==> src/rtl/matrix_scan_controller.sv <==
// matrix_scan_controller: blanked 3-slot LED column scan with double-buffered frames
module matrix_scan_controller #(
    parameter int TICK_DIV     = 1000,
    parameter int BLANK_CYCLES = 16,
    parameter int ROWS         = 7
) (
    input  logic              clock_i,
    input  logic              reset_i,
    input  logic              enable_i,
    input  logic [3*ROWS-1:0] frame_data_i,
    input  logic              frame_valid_i,
    output logic              frame_ready_o,
    output logic [2:0]        ring_counter_o,
    output logic [ROWS-1:0]   rows_o,
    output logic              blank_o,
    output logic              frame_start_o
);
    localparam int MAXC = TICK_DIV > BLANK_CYCLES ? TICK_DIV : BLANK_CYCLES;
    localparam int CW   = $clog2(MAXC + 1);
    typedef enum logic [1:0] {IDLE, BLANK, SHOW} state_t;
    state_t            state_q, state_d;
    logic [1:0]        slot_q, slot_d;
    logic [CW-1:0]     cnt_q, cnt_d;
    logic [3*ROWS-1:0] active_q, active_d, pending_q, pending_d;
    logic              pend_full_q, pend_full_d;
    logic [2:0]        ring_q, ring_d;
    logic [ROWS-1:0]   rows_q, rows_d;
    logic              blank_q, blank_d, fs_q, fs_d, ready_q, ready_d;
    logic              boundary, accept, swap;
    assign ring_counter_o = ring_q;
    assign rows_o         = rows_q;
    assign blank_o        = blank_q;
    assign frame_start_o  = fs_q;
    assign frame_ready_o  = ready_q;
    // state, buffers and registered outputs; reset forces the display dark at once
    always_ff @(posedge clock_i or posedge reset_i) begin
        if (reset_i) begin
            state_q     <= IDLE;
            slot_q      <= 2'd2;
            cnt_q       <= '0;
            active_q    <= '0;
            pending_q   <= '0;
            pend_full_q <= 1'b0;
            ring_q      <= 3'b000;
            rows_q      <= '0;
            blank_q     <= 1'b1;
            fs_q        <= 1'b0;
            ready_q     <= 1'b1;
        end else begin
            state_q     <= state_d;
            slot_q      <= slot_d;
            cnt_q       <= cnt_d;
            active_q    <= active_d;
            pending_q   <= pending_d;
            pend_full_q <= pend_full_d;
            ring_q      <= ring_d;
            rows_q      <= rows_d;
            blank_q     <= blank_d;
            fs_q        <= fs_d;
            ready_q     <= ready_d;
        end
    end
    // scan sequencing plus frame handshake; swaps only at the slot0->slot2 boundary
    always_comb begin
        state_d  = state_q;
        slot_d   = slot_q;
        cnt_d    = cnt_q;
        boundary = 1'b0;
        if (!enable_i) begin
            state_d = IDLE;
            slot_d  = 2'd2;
            cnt_d   = '0;
        end else if (state_q == IDLE) begin
            state_d  = BLANK;
            slot_d   = 2'd2;
            cnt_d    = CW'(BLANK_CYCLES - 1);
            boundary = 1'b1;
        end else if (cnt_q != '0) begin
            cnt_d = cnt_q - 1'b1;
        end else if (state_q == BLANK) begin
            state_d = SHOW;
            cnt_d   = CW'(TICK_DIV - 1);
        end else begin
            state_d  = BLANK;
            slot_d   = slot_q == 2'd0 ? 2'd2 : slot_q - 2'd1;
            cnt_d    = CW'(BLANK_CYCLES - 1);
            boundary = slot_q == 2'd0;
        end
        accept      = frame_valid_i && !pend_full_q;
        swap        = boundary && pend_full_q;
        active_d    = swap ? pending_q : active_q;
        pending_d   = accept ? frame_data_i : pending_q;
        pend_full_d = accept || (pend_full_q && !swap);
    end
    // outputs are decoded from the next state so they line up with the state register
    always_comb begin
        ring_d  = state_d == SHOW ? 3'b001 << slot_d : 3'b000;
        rows_d  = state_d == SHOW ? active_d[ROWS*slot_d +: ROWS] : '0;
        blank_d = state_d != SHOW;
        fs_d    = boundary;
        ready_d = !pend_full_d;
    end
endmodule

==> config.mk <==
export PLATFORM = sky130hd
export DESIGN_NAME = matrix_scan_controller
export DESIGN_NICKNAME = d
export VERILOG_FILES = /design/src/rtl/matrix_scan_controller.sv
export SDC_FILE = /design/constraint.sdc
export NUM_CORES = 1
export LEC_CHECK = 0
export ABC_CLOCK_PERIOD_IN_PS = 5800
export BUFFER_PORTS_ARGS = -buffer_cell sky130_fd_sc_hd__buf_4
export CORE_AREA = 2 2 73 75
export CTS_CLUSTER_DIAMETER = 120
export CTS_CLUSTER_SIZE = 20
export DETAILED_ROUTE_END_ITERATION = 8
export DIE_AREA = 0 0 75 77
export PLACE_DENSITY = 0.79
export SYNTH_ARGS = -nofsm -noshare
export SYNTH_HDL_FRONTEND = slang
export SYNTH_SLANG_ARGS = --single-unit
==> constraint.sdc <==
create_clock -name clock_i -period 5.8 [get_ports clock_i]
set_input_delay 0.58 -clock clock_i [delete_from_list [all_inputs] [get_ports clock_i]]
set_output_delay 0.58 -clock clock_i [all_outputs]
set_load 0.01 [all_outputs]
# Word level (Yosys, flattened, before mapping)
# Index checks and enable logic that the tools add are counted.
totals:
  memories: 0
  latch_bits: 0
  inputBits: 25
  ff_bits: 70
  mem_bits_rw: 0
  wordCells: 49
  out_inout_bits: 13
  mem_bits_ro: 0
op_classes:
  muxes: 20
  addsub: 2
  multipliers: 1
  order_cmp: 0
  eq_ne: 3
  n_shift: 2
  div: 0
  bitwise_logic: 0
  reduce_logical: 10
op_table:
  columns: ["op", "n"]
  rows:
  - ["10-bit two-way mux", 4]
  - ["21-bit two-way mux", 1]
  - ["21-bit by 6-bit variable part select with 7-bit output", 1]
  - ["2-bit two-way mux", 9]
  - ["10-bit nonzero test", 1]
  - ["10-bit by 1-bit subtractor with 10-bit output, second input constant", 1]
  - ["7-bit two-way mux", 1]
  - ["3-bit by 2-bit multiplier with 5-bit output, first input constant", 1]
  - ["2-bit logical NOT", 2]
  - ["1-bit two-way mux", 4]
  - ["1-bit logical AND", 3]
  - ["1-bit logical NOT", 3]
  - ["3-bit two-way mux", 1]
  - ["1-bit by 2-bit left shift with 3-bit output, first input constant", 1]
  - ["2-bit by 1-bit equality test with 1-bit output, second input constant", 1]
  - ["2-bit equality test, second input constant", 1]
  - ["2-bit inequality test, second input constant", 1]
  - ["2-bit by 1-bit subtractor with 2-bit output, second input constant", 1]
  - ["1-bit logical OR", 1]

# Logic depth before layout (Yosys ltp)
logic_depth:
  word_depth: 10
  mapped_depth: 10
  ltp_nobuf: 9

# Worst setup path after synthesis
# No wires, ideal clock.
synth_path:
  kind: "reg2reg"
  from: "reg cnt_q[0]"
  to: "reg rows_q[6], in the netlist rows_o[6]"
  n_path_buf: 1
  setup_slack_ns: 3.778
  t_required_ns: 5.673
  setup_ns: 0.127
  stages_incl_launch_ff: 10
  arrival_time_ns: 1.895
  synth_period_minus_slack_ns: 2.022
  cell_sequence: "dfrtp_1 > inv_1 > ha_1 > nor3b_2 > nand3_2 > o21ai_2 > buf_6 > mux2_1 > mux2i_1 > o21ai_1"
synth_between:
  elab_chain_cells: 8
  elab_cells_between_ends: 16
  classes_between: "1 x mul; 1 x eq/ne; 1 x shift; 11 x mux; 2 x reduce/logical"
synth_rtl:
  columns: ["element", "line", "text"]
  rows:
  - ["from (decl)", "23", "logic [CW-1:0] cnt_q, cnt_d;"]
  - ["from (signal assigned)", "52", "cnt_q <= cnt_d;"]
  - ["10-bit nonzero test", "78", "end else if (cnt_q != '0) begin"]
  - ["1-bit two-way mux", "78", null]
  - ["1-bit two-way mux", "73", "end else if (state_q == IDLE) begin"]
  - ["1-bit two-way mux", "69", "if (!enable_i) begin"]
  - ["1-bit logical AND", "90", "swap = boundary && pend_full_q;"]
  - ["21-bit two-way mux", "91", "active_d = swap ? pending_q : active_q;"]
  - ["named net active_d[6]", "24", "logic [3*ROWS-1:0] active_q, active_d, pending_q, pending_d;"]
  - ["21-bit by 6-bit variable part select with 7-bit output", "98", "rows_d = state_d == SHOW ? active_d[ROWS*slot_d +: ROWS] : '0;"]
  - ["7-bit two-way mux", "98", null]
  - ["named net rows_d[6]", "27", "logic [ROWS-1:0] rows_q, rows_d;"]
  - ["to (signal assigned)", "57", "rows_q <= rows_d;"]
  - ["to (decl)", "27", null]
# The timed path passes the listed nets, and every way through them passes these cells.
# A chain may end at the register's enable or synchronous reset.

# Worst setup path in the final report
layout_path:
  from: "reg cnt_q[0]"
  to: "reg rows_q[5], in the netlist rows_o[5]"
# The elaborated chain is that of the path after synthesis.

==> out/metrics.yaml <==
worst_setup_path:
  cp.required_ns: 6.02
  end_kind: "register"
  arrival_ns: 3.17
  critPathMaxFanout: 22
  critPathKind: "register to register"
  start_kind: "register"
global_route:
  grt_use_met3_pct: 5.65
  grt.busiest_layer: "met2"
  met1_usage_pct: 26.9
  gr-total-overflow: 0
  use_met2_pct: 30.9
  grt_pass1_vias: 1803
  grt_pass1_wl_um: 8590
  grtUsageTotal_pct: 20.2
  grt_max_degree: 71
  antenna_found_initial: 0
clocking:
  postCtsSetupRepairBufs: 0
  cts_hold_repair.buffers: 0
  h-tree-depth: 3
  cts_buffers: 9
  clkTransAtPathRegs_ns: 0.07
  cts_sinks: 70
  clock_latency_ns: 0.33
  cts_tree: "done"
  ctsResizeCount: 0
  cts_root_buf: "clkbuf_8"
  cts_buffer_depth: 2
floorplan:
  rows: 26
  die_w_um: 75
  die_height_um: 77
  coreArea_mm2: 0.00498
  initial_core_util_pct: 59.4
  die_area_mm2: 0.00578
  io_pins: 38
logic_synthesis:
  synth-edff-count: 0
  async_reset_ff_share_pct: 100
  synth_ff_type: "dfrtp_1"
  synth_area_mm2: 0.00296
  yosysSeqAreaShare_pct: 59.4
  synth_cells: 220
  syn_nets: 249
  postSynthAreaPerCell_um2: 13.4
  yosys_warnings: 0
  post_synth_num_cell_types: 41
  yosys_register_bits: 70
timing:
  tns_ns: 0
  setup_viol: 0
  drv_slew: 0
  hold_viol: 0
  slew_headroom_pct: 26.2
  fmax_ghz: 0.339
  layout_setup_ws_ns: 2.85
  finalClockSkew_ns: 0.00412
  worst_pin_slew_ns: 1.11
  period_minus_slack_ns: 2.95
  rsz0062_at_grt: "no"
  fin_crit_sh_pct: 50.9
place:
  gp_congestion: 0.788
  dp_cells: 321
  dp_slack_ns: 2.86
  place_hpwl_um: 3400
  portBuffers: 37
  placed_area_mm2: 0.00327
cells_and_area:
  final_cell_area_mm2: 0.00344
  antenna_cells: 0
  fill_cells: 382
  fin_nets: 291
  area_growth_pct: 16.3
  layout-drive-gt1-share_pct: 37.5
  layout.cells.non_filler: 337
  most-common-layout-cells: "dfrtp_1 (67), buf_4 (38), mux2_2 (32), nor2_1 (13), clkbuf_8 (11)"
  mostFrequentLayoutCell: "dfrtp_1"
pwr:
  p_leak_nw: 1.58
  ir_worst_vdd_mv: 0.283
  power.density_mw_per_mm2: 394
route:
  ant_nets: 0
  vias: 1814
  drtIter0Drc: 71
  post_drt_wl_per_cell_um: 14.8
  wl_um: 4990
  dr.pass1.iters: 4
  viasPerCell: 5.38
  drc: 0
run:
  cap_viol_max_count: 0
worst_hold_path:
  hold_path_class: "input pin to register"
outcome:
  status: "finished, final reports clean"
## per-stage QoR
stage | power [mW] | util [%] | hold slack (ns)
floorplan | 0.948 | - | 0.454
global placement | 1.01 | 65.7 | 0.466
detailed placement | 1.03 | 65.7 | 0.470
CTS | 1.37 | 69.1 | 0.462
global route | 1.44 | 69.1 | 0.459
finish | 1.36 | 69.1 | 0.473
## kinds of logic after synthesis
group / Yosys count / synth area share [%]
buffers and inverters: 18 / 3.55
multiplexers: 50 / 18.7
XOR/XNOR: 7 / 2.07
AND/OR/NAND/NOR: 45 / 8.80
AO/OA/AOI/OAI: 26 / 5.80
adder cells (fa/ha/maj): 4 / 1.69
flip-flops: 70 / 59.4
## where the power goes
group	internal, mW	total [mW]	switching [mW]	leakage (nW)
clock	0.179	0.339	0.160	0.0877
sequential	0.641	0.707	0.0664	0.859
combinational	0.167	0.310	0.143	0.633
total	0.987	1.36	0.369	1.58
## final cells by class
class,instances,area (um^2),share of cell area [%]
sequential,70,1760,51.0
multi-input combinational,132,1100,31.9
timing repair buffer,38,285,8.29
clock buffer,15,166,4.84
tap,70,87.6,2.55
inverter,11,41.3,1.20
clock inverter,1,5.00,0.146
## critical path: stages, from the launching register on
cell and delay, ns:
dfrtp_1 0.41, inv_1 0.10, ha_1 0.15, nor3b_2 0.31, nand3_2 0.27, o21ai_2 0.93, mux2_2 0.44, mux2i_1 0.14
o21ai_1 0.09
## registers in the layout (all words and copies together), names as in the netlist
name and flops:
pend_full_q 1, rows_o 7, cnt_q 10, active_q 21, slot_q 2, state_q 2, frame_ready_o 1, frame_start_o 1
blank_o 1, ring_counter_o 3, pending_q 21
## final timing paths
| path | start | end | slack (ns) | depth (start not counted) |
|---|---|---|---|---|
| hold reg to reg | active_q[12] | active_q[12] | 0.48 | 1 |
| max in group asynchronous | reset_i | ring_counter_o[2] | 4.76 | 3 |
| hold / removal | frame_data_i[12] | pending_q[12] | 0.47 | 2 |
| setup / recovery | cnt_q[0] | rows_o[5] | 2.85 | 8 |
| setup reg to reg | cnt_q[0] | rows_o[5] | 2.85 | 8 |
| min in group asynchronous | reset_i | pending_q[17] | 0.50 | 3 |
## cell usage after synthesis, types with 3 or more instances
cell type | instances | area [um^2]
nand2_1 | 5 | 18.8
o21ai_1 | 7 | 35.0
xnor2_1 | 5 | 43.8
dfstp_2 | 3 | 78.8
nand4_1 | 8 | 50.1
buf_6 | 5 | 56.3
dfrtp_1 | 67 | 1680
mux2i_1 | 8 | 80.1
nor2_1 | 13 | 48.8
nor3_1 | 4 | 20.0
a21oi_1 | 10 | 50.1
mux2_2 | 32 | 360
inv_1 | 9 | 33.8
nand3_1 | 3 | 15.0
ha_1 | 4 | 50.1
mux2_1 | 10 | 113
## metal layers
metal / part of all wire [%] / vias up / wire length, um
li1: - / 864 / -
met1: 45 / 906 / 2230
met2: 50 / 38 / 2490
met3: 3.9 / 6 / 193
met4: 1.4 / 0 / 71
met5: 0 / - / 0
No activity file was read; power rests on OpenSTA's default activity.
